===== config.mk =====
export PLATFORM = sky130hd
export DESIGN_NAME = lsp_get_quant
export DESIGN_NICKNAME = d
export VERILOG_FILES = /design/src/rtl/lsp_get_quant.sv
export SDC_FILE = /design/constraint.sdc
export NUM_CORES = 2
export LEC_CHECK = 0
export ABC_CLOCK_PERIOD_IN_PS = 19300
export CORE_MARGIN = 1
export CORE_UTILIZATION = 40
export CTS_BUF_LIST = sky130_fd_sc_hd__clkbuf_16
export DETAILED_ROUTE_END_ITERATION = 8
export PLACE_DENSITY_LB_ADDON = 0.15
export SLEW_MARGIN = 10
export SYNTH_ARGS = -nofsm -noshare
export SYNTH_HDL_FRONTEND = slang
export SYNTH_SLANG_ARGS = --single-unit

===== constraint.sdc =====
create_clock -name clk -period 19.3 [get_ports clk]
set_input_delay 3.86 -clock clk [delete_from_list [all_inputs] [get_ports clk]]
set_output_delay 3.86 -clock clk [all_outputs]
set_load 0.005 [all_outputs]

===== src/rtl/lsp_get_quant.sv =====
// G.729 LSP decoder: rebuilds quantized LSPs from (mode, L1, L2, L3) indices,
// applies two-pass gap expansion, MA-predicts into lspq and shifts freq_prev.
module lsp_get_quant #(
  parameter int               M              = 10,
  parameter int               MA_NP          = 4,
  parameter int               NC             = 5,
  parameter logic signed [15:0] GAP1         = 16'sd10,
  parameter logic signed [15:0] GAP2         = 16'sd5,
  parameter logic [11:0]      LSPCB1_BASE    = 12'h000,
  parameter logic [11:0]      LSPCB2_BASE    = 12'h500,
  parameter logic [11:0]      FG_BASE        = 12'h640,
  parameter logic [11:0]      FG_SUM_BASE    = 12'h690,
  parameter logic [11:0]      FREQ_PREV_BASE = 12'h100,
  parameter logic [11:0]      LSPQ_BASE      = 12'h140
) (
  input  logic        clk,
  input  logic        reset,
  input  logic        start,
  input  logic        mode,
  input  logic [6:0]  code0,
  input  logic [4:0]  code1,
  input  logic [4:0]  code2,
  output logic        done,
  output logic [11:0] readAddr,
  input  logic [31:0] readIn,
  output logic [11:0] writeAddr,
  output logic [31:0] writeOut,
  output logic        writeEn,
  output logic [11:0] const_addr,
  input  logic [31:0] const_in
);

  // COMPOSE: phase 0 fg_sum, 1..MA_NP fg/freq_prev, MA_NP+1 last mac, then write
  localparam int CPH_LAST = MA_NP + 2;
  localparam int UPH_LAST = MA_NP;

  typedef enum logic [2:0] {S_IDLE, S_CB, S_EXP1, S_EXP2, S_COMP, S_UPD, S_DONE} state_t;

  state_t             r_state, w_nstate;
  logic [4:0]         r_cnt;
  logic [3:0]         r_j;
  logic               r_mode;
  logic [6:0]         r_code0;
  logic [4:0]         r_code1, r_code2;
  logic signed [15:0] r_buf [M];
  logic signed [15:0] r_tmp;
  logic signed [31:0] r_acc;

  function automatic logic signed [15:0] sat16(input logic signed [16:0] s);
    if (s[16] != s[15]) return s[16] ? 16'sh8000 : 16'sh7fff;
    return s[15:0];
  endfunction

  function automatic logic signed [15:0] add16(input logic signed [15:0] a, input logic signed [15:0] b);
    return sat16(17'(a) + 17'(b));
  endfunction

  function automatic logic signed [15:0] sub16(input logic signed [15:0] a, input logic signed [15:0] b);
    return sat16(17'(a) - 17'(b));
  endfunction

  function automatic logic signed [31:0] l_mult(input logic signed [15:0] a, input logic signed [15:0] b);
    logic signed [31:0] p;
    p = 32'(a) * 32'(b);
    if (p == 32'sh4000_0000) return 32'sh7fff_ffff;
    return p <<< 1;
  endfunction

  function automatic logic signed [31:0] l_add(input logic signed [31:0] a, input logic signed [31:0] b);
    logic signed [32:0] s;
    s = 33'(a) + 33'(b);
    if (s[32] != s[31]) return s[32] ? 32'sh8000_0000 : 32'sh7fff_ffff;
    return s[31:0];
  endfunction

  function automatic logic [11:0] row_addr(input logic [11:0] base, input logic [11:0] row,
                                           input logic [11:0] col);
    return base + row * 12'(M) + col;
  endfunction

  logic [3:0]         w_el, w_cb_el, w_ja;
  logic [4:0]         w_cbm1;
  logic [11:0]        w_j12, w_k12;
  logic signed [15:0] w_prev, w_cur, w_gap, w_diff, w_shift;
  logic               w_unused;

  assign w_el     = r_cnt[4:1];
  assign w_cbm1   = r_cnt - 5'd1;
  assign w_cb_el  = w_cbm1[4:1];
  assign w_j12    = {8'd0, r_j};
  assign w_k12    = 12'(r_cnt) - 12'd1;
  assign w_ja     = r_cnt[3:0];
  assign w_prev   = r_buf[w_ja - 4'd1];
  assign w_cur    = r_buf[w_ja];
  assign w_gap    = (r_state == S_EXP1) ? GAP1 : GAP2;
  assign w_diff   = sub16(add16(w_prev, w_gap), w_cur);
  assign w_shift  = w_diff >>> 1;
  assign w_unused = ^{const_in[31:16], readIn[31:16]};

  always_ff @(posedge clk or negedge reset) begin
    if (!reset) r_state <= S_IDLE;
    else        r_state <= w_nstate;
  end

  always_comb begin
    w_nstate   = r_state;
    done       = 1'b0;
    readAddr   = '0;
    writeAddr  = '0;
    writeOut   = '0;
    writeEn    = 1'b0;
    const_addr = '0;
    case (r_state)
      S_IDLE: if (start) w_nstate = S_CB;
      S_CB: begin
        // even count fetches lspcb1, odd count lspcb2 for the same element
        if (r_cnt < 5'(2 * M))
          const_addr = r_cnt[0]
            ? row_addr(LSPCB2_BASE, {7'd0, (int'(w_el) < NC) ? r_code1 : r_code2}, {8'd0, w_el})
            : row_addr(LSPCB1_BASE, {5'd0, r_code0}, {8'd0, w_el});
        else
          w_nstate = S_EXP1;
      end
      S_EXP1: if (r_cnt == 5'(M - 1)) w_nstate = S_EXP2;
      S_EXP2: if (r_cnt == 5'(M - 1)) w_nstate = S_COMP;
      S_COMP: begin
        if (r_cnt == 5'd0)
          const_addr = row_addr(FG_SUM_BASE, {11'd0, r_mode}, w_j12);
        if (r_cnt >= 5'd1 && r_cnt <= 5'(MA_NP)) begin
          const_addr = row_addr(FG_BASE + (r_mode ? 12'(MA_NP * M) : 12'd0), w_k12, w_j12);
          readAddr   = row_addr(FREQ_PREV_BASE, w_k12, w_j12);
        end
        if (r_cnt == 5'(CPH_LAST)) begin
          writeEn   = 1'b1;
          writeAddr = LSPQ_BASE + w_j12;
          writeOut  = {{16{r_acc[31]}}, r_acc[31:16]};
          if (r_j == 4'(M - 1)) w_nstate = S_UPD;
        end
      end
      S_UPD: begin
        // read k-1 one cycle ahead of writing k, walking k downward
        if (r_cnt < 5'(MA_NP - 1))
          readAddr = row_addr(FREQ_PREV_BASE, 12'(MA_NP - 2) - 12'(r_cnt), w_j12);
        if (r_cnt >= 5'd1 && r_cnt < 5'(MA_NP)) begin
          writeEn   = 1'b1;
          writeAddr = row_addr(FREQ_PREV_BASE, 12'(MA_NP) - 12'(r_cnt), w_j12);
          writeOut  = {{16{readIn[15]}}, readIn[15:0]};
        end
        if (r_cnt == 5'(UPH_LAST)) begin
          writeEn   = 1'b1;
          writeAddr = row_addr(FREQ_PREV_BASE, 12'd0, w_j12);
          writeOut  = {{16{r_buf[r_j][15]}}, r_buf[r_j]};
          if (r_j == 4'(M - 1)) w_nstate = S_DONE;
        end
      end
      S_DONE: begin
        done     = 1'b1;
        w_nstate = S_IDLE;
      end
      default: w_nstate = S_IDLE;
    endcase
  end

  always_ff @(posedge clk or negedge reset) begin
    if (!reset) begin
      r_cnt   <= '0;
      r_j     <= '0;
      r_mode  <= 1'b0;
      r_code0 <= '0;
      r_code1 <= '0;
      r_code2 <= '0;
      r_tmp   <= '0;
      r_acc   <= '0;
      for (int i = 0; i < M; i++) r_buf[i] <= '0;
    end else begin
      if (r_state == S_IDLE && start) begin
        r_mode  <= mode;
        r_code0 <= code0;
        r_code1 <= code1;
        r_code2 <= code2;
      end
      if (w_nstate != r_state) begin
        r_cnt <= (w_nstate == S_EXP1 || w_nstate == S_EXP2) ? 5'd1 : 5'd0;
        r_j   <= '0;
      end else if ((r_state == S_COMP && r_cnt == 5'(CPH_LAST)) ||
                   (r_state == S_UPD  && r_cnt == 5'(UPH_LAST))) begin
        r_cnt <= '0;
        r_j   <= r_j + 4'd1;
      end else if (r_state != S_IDLE) begin
        r_cnt <= r_cnt + 5'd1;
      end
      case (r_state)
        S_CB: if (r_cnt != 5'd0) begin
          if (!w_cbm1[0]) r_tmp <= const_in[15:0];
          else            r_buf[w_cb_el] <= add16(r_tmp, const_in[15:0]);
        end
        S_EXP1, S_EXP2: if (w_shift > 16'sd0) begin
          r_buf[w_ja - 4'd1] <= sub16(w_prev, w_shift);
          r_buf[w_ja]        <= add16(w_cur, w_shift);
        end
        S_COMP: begin
          if (r_cnt == 5'd1)
            r_acc <= l_mult(r_buf[r_j], const_in[15:0]);
          else if (r_cnt >= 5'd2 && r_cnt <= 5'(MA_NP + 1))
            r_acc <= l_add(r_acc, l_mult(const_in[15:0], readIn[15:0]));
        end
        default: ;
      endcase
    end
  end

endmodule


Word level (Yosys, flattened, before mapping)
Index checks and enable logic that the tools add are counted.
{"block": "classes", "n_addsub": 29, "div": 0, "n_shift": 0, "n_eq_ne": 25, "n_bitwise": 5, "n_lt_le_gt_ge": 16, "n_reduce_logical": 23, "muxes": 118, "n_mul": 8}
{"cell": "$mux W16", "n": 31}
{"cell": "$bwmux W160", "n": 3}
{"cell": "$mux W160", "n": 3}
{"cell": "$mux W32", "n": 15}
{"cell": "$pmux W160 S2", "n": 1}
{"cell": "$bmux W16 S4", "n": 3}
{"cell": "$demux W16 S4", "n": 3}
{"cell": "$mux W12", "n": 8}
{"cell": "$add A12 B4 Y12", "n": 6}
{"cell": "$pmux W12 S2", "n": 3}
{"cell": "$eq A32 B32 Y1 const B", "n": 2}
{"cell": "$mul A16 B16 Y32", "n": 2}
{"cell": "$pmux W32 S2", "n": 1}
{"cell": "$add A9 B12 Y12 const A", "n": 3}
{"cell": "$mul A12 B3 Y11 const B", "n": 3}
{"cell": "$add A32 B32 Y33", "n": 1}
{"cell": "$mux W1", "n": 28}
{"cell": "$mux W3", "n": 8}
{"cell": "$add A9 B4 Y10 const A", "n": 2}
{"cell": "$ge A5 B5 Y1 const B", "n": 4}
{"cell": "$mux W5", "n": 4}
{"cell": "$not A4 Y5", "n": 4}
{"cell": "$pmux W3 S6", "n": 1}
{"cell": "$add A16 B15 Y17", "n": 1}
{"cell": "54 further kinds", "n": 84}
{"block": "totals", "input_bits": 85, "mem_bits_rw": 0, "mem_bits_ro": 0, "latchBits": 0, "ff_bits": 238, "wordCells": 243, "mem_count": 0}

Logic depth before layout (Yosys ltp)
{"block": "logic_depth", "word_depth": 25, "mapped_depth": 63, "depth_no_buf": 52}

Worst setup path before layout
Ideal clock, no wire load.
{"block": "synth_path", "path_kind": "input -> register", "start": "input readIn[1]", "end": "register r_acc[28]", "t_arrival_ps": 13423, "slack_ps": 5735, "path_stages": 39, "n_path_buf": 4, "cell_sequence": "clkbuf_1 nand2_1 fa_1 inv_1 fa_1 inv_1 fa_1 inv_1 fa_1 fa_1 fa_1 ha_1 a21o_1 a21o_1 a21oi_1 o21ai_0 or2_2 or3_1 (+3 left out) nand2_1 or4_1 clkbuf_1 clkbuf_1 nand2_1 ha_1 a21o_1 a21o_1 or2_2 or4_1 o21ai_0 a21oi_1 o2111ai_1 o311ai_1 or2_2 clkbuf_1 a31oi_1 a211oi_1"}
{"block": "synth_via", "elab_chain_len": 19, "word_cells_on_any_way": 21}
{"element": "start: declaration", "line_no": "25", "rtl": "input logic [31:0] readIn,"}
{"element": "$mul A16 B16 Y32 (*)", "line_no": "64", "rtl": "p = 32'(a) * 32'(b);"}
{"element": "$eq A32 B32 Y1", "line_no": "65", "rtl": "if (p == 32'sh4000_0000) return 32'sh7fff_ffff;"}
{"element": "$mux W1", "line_no": "65"}
{"element": "$mux W1", "line_no": "204", "rtl": "else if (r_cnt >= 5'd2 && r_cnt <= 5'(MA_NP + 1))"}
{"element": "$mux W1", "line_no": "202", "rtl": "if (r_cnt == 5'd1)"}
{"element": "$mux W1", "line_no": "192", "rtl": "case (r_state)"}
{"element": "$mux W32 (*)", "line_no": "66", "rtl": "return p <<< 1;"}
{"element": "$mux W32 (*)", "line_no": "204"}
{"element": "(+3 left out)"}
{"element": "$ne A1 B1 Y1", "line_no": "72", "rtl": "if (s[32] != s[31]) return s[32] ? 32'sh8000_0000 : 32'sh7fff_ffff;"}
{"element": "$mux W1", "line_no": "72"}
{"element": "$mux W1", "line_no": "204"}
{"element": "$mux W1", "line_no": "202"}
{"element": "$mux W1", "line_no": "192"}
{"element": "$mux W32 (*)", "line_no": "73", "rtl": "return s[31:0];"}
{"element": "$mux W32 (*)", "line_no": "204"}
{"element": "$mux W32 (*)", "line_no": "202"}
{"element": "end signal: assignment", "line_no": "203", "rtl": "r_acc <= l_mult(r_buf[r_j], const_in[15:0]);"}
{"element": "end signal: assignment", "line_no": "205", "rtl": "r_acc <= l_add(r_acc, l_mult(const_in[15:0], readIn[15:0]));"}
{"element": "end: declaration", "line_no": "47", "rtl": "logic signed [31:0] r_acc;"}
Mark *: on every way between the ends. The rest lies on a longest branch, timed or not. The select of a mux whose other input is x is not followed.
A chain may end at the register's enable or synchronous reset.

Worst setup path in the final report
{"block": "layout_path", "start": "register r_cnt[0]", "end": "register r_buf[132] (netlist bit)"}
{"block": "layout_via", "elab_chain_len": 25, "word_cells_on_any_way": 71}
{"element": "start: declaration", "line_no": "40", "rtl": "logic [4:0] r_cnt;"}
{"element": "start signal: assignment", "line_no": "183", "rtl": "r_cnt <= (w_nstate == S_EXP1 || w_nstate == S_EXP2) ? 5'd1 : 5'd0;"}
{"element": "start signal: assignment", "line_no": "190", "rtl": "r_cnt <= r_cnt + 5'd1;"}
{"element": "$sub A4 B1 Y4", "line_no": "93, 198"}
{"element": "$not A4 Y5 (not written as such)", "line_no": "93, 198"}
{"element": "$bmux W16 S4", "line_no": "93", "rtl": "assign w_prev = r_buf[w_ja - 4'd1];"}
{"element": "$mux W16 (not written as such) (2 in series)", "line_no": "93"}
{"element": "$add A16 B5 Y17", "line_no": "55", "rtl": "return sat16(17'(a) + 17'(b));"}
{"element": "$mux W16 / $ne A1 B1 Y1 (equally long branches)", "line_no": "50", "rtl": "if (s[16] != s[15]) return s[16] ? 16'sh8000 : 16'sh7fff;"}
{"element": "$mux W16 / $mux W1 (equally long branches)", "line_no": "50"}
{"element": "$mux W16", "line_no": "51", "rtl": "return s[15:0];"}
{"element": "(+8 left out)"}
{"element": "$mux W1", "line_no": "192"}
{"element": "$mux W16", "line_no": "51"}
{"element": "$mux W16", "line_no": "197", "rtl": "S_EXP1, S_EXP2: if (w_shift > 16'sd0) begin"}
{"element": "$mux W16", "line_no": "192"}
{"element": "$bwmux W160", "line_no": "198", "rtl": "r_buf[w_ja - 4'd1] <= sub16(w_prev, w_shift);"}
{"element": "$bwmux W160", "line_no": "199", "rtl": "r_buf[w_ja] <= add16(w_cur, w_shift);"}
{"element": "$mux W160", "line_no": "197"}
{"element": "$pmux W160 S2", "line_no": "192"}
{"element": "end signal: indexed assignment", "line_no": "195", "rtl": "else r_buf[w_cb_el] <= add16(r_tmp, const_in[15:0]);"}
{"element": "end signal: indexed assignment", "line_no": "198"}
{"element": "end signal: indexed assignment", "line_no": "199"}
{"element": "end: declaration", "line_no": "45", "rtl": "logic signed [15:0] r_buf [M];"}
Parallel ways exist; a longest one is shown, timed or not. The select of a mux whose other input is x is not followed.

==> impl_metrics.toml <==
[status]
status = "finished, violations left"
violations = "design-rule violations"

[sta]
timing.final.crit_share = 0.837
rsz0062_at_grt = "no"
fin_crit_ns = 16.15
finalSetupViolCount = 0
slew_headroom = 0.0272
fin_ws_ns = 3.15
skew_ns = 0.0450
hold_violations = 0
fmax_ghz = 0.0619
drv_slew = 0
finalSetupTns_ns = 0
worstMarginPinSlew_ns = 1.45

[synthesis]
ys_seq_elements = 238
ys_seq_area_frac = 0.130
netlist_instances = 5171
mappedNetlistArea_um2 = 45800
postSynth.asyncResetShare = 1.00
synthFlopType = "dfrtp_1"
synth_cell_types = 98
synth_area_per_cell_um2 = 8.86
synth-edff-count = 0
syn_nets = 6143
yosysWarnings = 0

[clock_network]
cts_max_level = 1
clock_path_buffers = 3
cts_tree = "done"
cts_made_buffers = 31
ctsResizeCount = 0
hold_buffers = 0
cts.sinks = 238
clock-root-buffer = "clkbuf_16"
post-cts-setup-buffer-count = 0
clk_latency_ns = 0.66
cts.clk_slew.worst_paths_ns = 0.07

[layout]
layout.cells.non_filler = 6687
nNetsFinal = 6134
n_antenna_cell = 0
drive_gt1_frac = 0.0839
area_delta_synth_final_pct = 8.53

[grt]
grt_max_degree = 156
grt_util_all_layers = 0.287
overflow = 0
antenna_found_initial = 5
grt_pass1_vias = 39900
grt_pass1_wl_um = 253000

[setup_path]
path_max_fanout = 28
path_delay_family = "compound AO/OA/AOI/OAI gates"
endpoint_kind = "flop"
slowest_delay_ns = 0.74
worst-path-buf-inv = 7
slowest_stage = "dfrtp_4"
cp.required_ns = 19.78
cp.arrival_ns = 16.62
crit_type = "flop to flop"
startpoint_type = "flop"

[worst_hold_path]
min_path_type = "flop to flop"

[die]
placementRows = 123
die-area_um2 = 116000
coreArea_um2 = 113000
die_h_um = 341
io_pins = 155
die_x_um = 341
initial_utilization = 0.405

[drt]
viasPerCell = 5.84
routedWlPerCell_um = 24.9
route.detailed.drc = 49
dr.first_iter.drc_count = 3624
drt-pass1-iter-count = 9
vias = 39100
drt-total-wl_um = 167000
antenna_left = 0

[place]
place_inst = 6629
post-place-ws_ns = 3.39
place_hpwl_um = 127000
place.port_buffers = 122
gp_congestion = 0.992

[run]
maxCapViolations = 0
## cells by family after synthesis
family / after synthesis / synth area share
adders and majority gates: 888 / 0.331
muxes: 383 / 0.108
DFF: 238 / 0.130
AOI/OAI and AO/OA: 1028 / 0.153
buffers and inverters: 1007 / 0.0858
xor gates and xnor gates: 210 / 0.0405
and+or+nand+nor: 1417 / 0.151
## routing by layer
layer	vias to the layer above	routed length (um)	track usage
li1	17500	-	-
met1	19700	69400	0.377
met2	1486	78400	0.476
met3	343	11100	0.0393
met4	0	7840	0.117
met5	-	0	0
## final timing paths
| kind | start | end | slack, ns | cells past startpoint |
|---|---|---|---|---|
| min reg2reg | r_acc[0] | r_acc[0] | 0.49 | 2 |
| min | r_acc[0] | r_acc[0] | 0.49 | 2 |
| max reg2reg | r_cnt[0] | r_buf[132] | 3.15 | 47 |
| min in group asynchronous | reset | r_code0[4] | 3.19 | 1 |
| max | r_cnt[0] | r_buf[132] | 3.15 | 47 |
| max in group asynchronous | reset | r_buf[16] | 14.51 | 2 |
## area by class of cell
cell class                 instances  area, um^2
clock buffer                      31         776
clock inverter                    27         246
fill                           11400       63400
inverter                         747        2800
multi-input combinational       3926       36100
sequential                       238        5970
tap                             1500        1880
timing repair buffer             218        1960
## cell usage in the layout, fill, tap and decap left out, types with 15 or more instances in the layout
master	instances
buf_4	95
o21bai_1	19
ha_1	342
a22oi_1	37
o21a_1	34
o21ai_0	200
a21o_1	78
nand2b_1	49
nor4_1	16
o22ai_1	71
xor2_1	80
xnor2_1	129
a211oi_1	35
inv_1	747
or3_1	18
dfrtp_1	233
nand3_1	63
mux2_2	101
clkdlybuf4s50_1	121
nor2_1	245
a222oi_1	70
nor2b_1	59
nand2_1	528
and2_1	249
or2_2	34
nand4_1	22
clkbuf_16	31
and3_1	22
fa_1	544
mux2i_1	197
mux4_2	77
o31ai_1	15
o221ai_1	25
a21oi_1	229
nor3_1	51
a31oi_1	29
## tightest hold or removal path, delay by kind of cell, from the launching register on
family | cells | cell delay [ns]
compound gates | 1 | 0.06
simple gates | 1 | 0.05
flops | 1 | 0.35
## cell usage after synthesis (all sizes together), types with 13 or more instances
master | instances | area share
buf | 84 | 0.010
o221ai | 25 | 0.0048
xor2 | 80 | 0.015
inv | 746 | 0.061
a31oi | 29 | 0.0040
nand2b | 49 | 0.0067
or2 | 35 | 0.0048
a311oi | 13 | 0.0025
mux2 | 109 | 0.027
ha | 343 | 0.094
clkbuf | 176 | 0.014
and2 | 251 | 0.034
and3 | 22 | 0.0030
a21oi | 229 | 0.025
dfrtp | 238 | 0.13
nand3 | 65 | 0.0074
xnor2 | 130 | 0.025
a21o | 78 | 0.013
a222oi | 70 | 0.015
nor3 | 56 | 0.0061
o21a | 34 | 0.0056
nor4 | 18 | 0.0028
or3 | 18 | 0.0025
mux4 | 77 | 0.038
o21bai | 19 | 0.0031
fa | 544 | 0.24
o21ai | 212 | 0.023
a21boi | 16 | 0.0026
nor2 | 249 | 0.021
nand2 | 528 | 0.043
nand4 | 23 | 0.0035
a22oi | 37 | 0.0061
a211oi | 36 | 0.0060
mux2i | 197 | 0.043
o22ai | 86 | 0.012
o211ai | 19 | 0.0058
nor2b | 59 | 0.0081
o31ai | 16 | 0.0026
## metrics by stage
| step | hold slack (ns) | util | instance area [um^2] |
|---|---|---|---|
| final | 0.491 | 0.440 | 49700 |
| after floorplan | 0.454 | - | 45800 |
| after global placement | 0.467 | 0.431 | 48700 |
| after CTS | 0.490 | 0.440 | 49700 |
| after detailed placement | 0.475 | 0.431 | 48700 |
| after global routing | 0.523 | 0.440 | 49700 |
## sequential cells by signal, indices dropped and copies added, names as in the netlist
register	flops
r_j	4
r_code2	5
r_code0	7
r_buf	160
r_mode	1
r_tmp	16
r_cnt	5
r_acc	32
r_state	3
r_code1	5
Power is left out: the tool's default activity adds up to more than one toggle a clock period on the data nets, which glitch-free logic cannot reach.
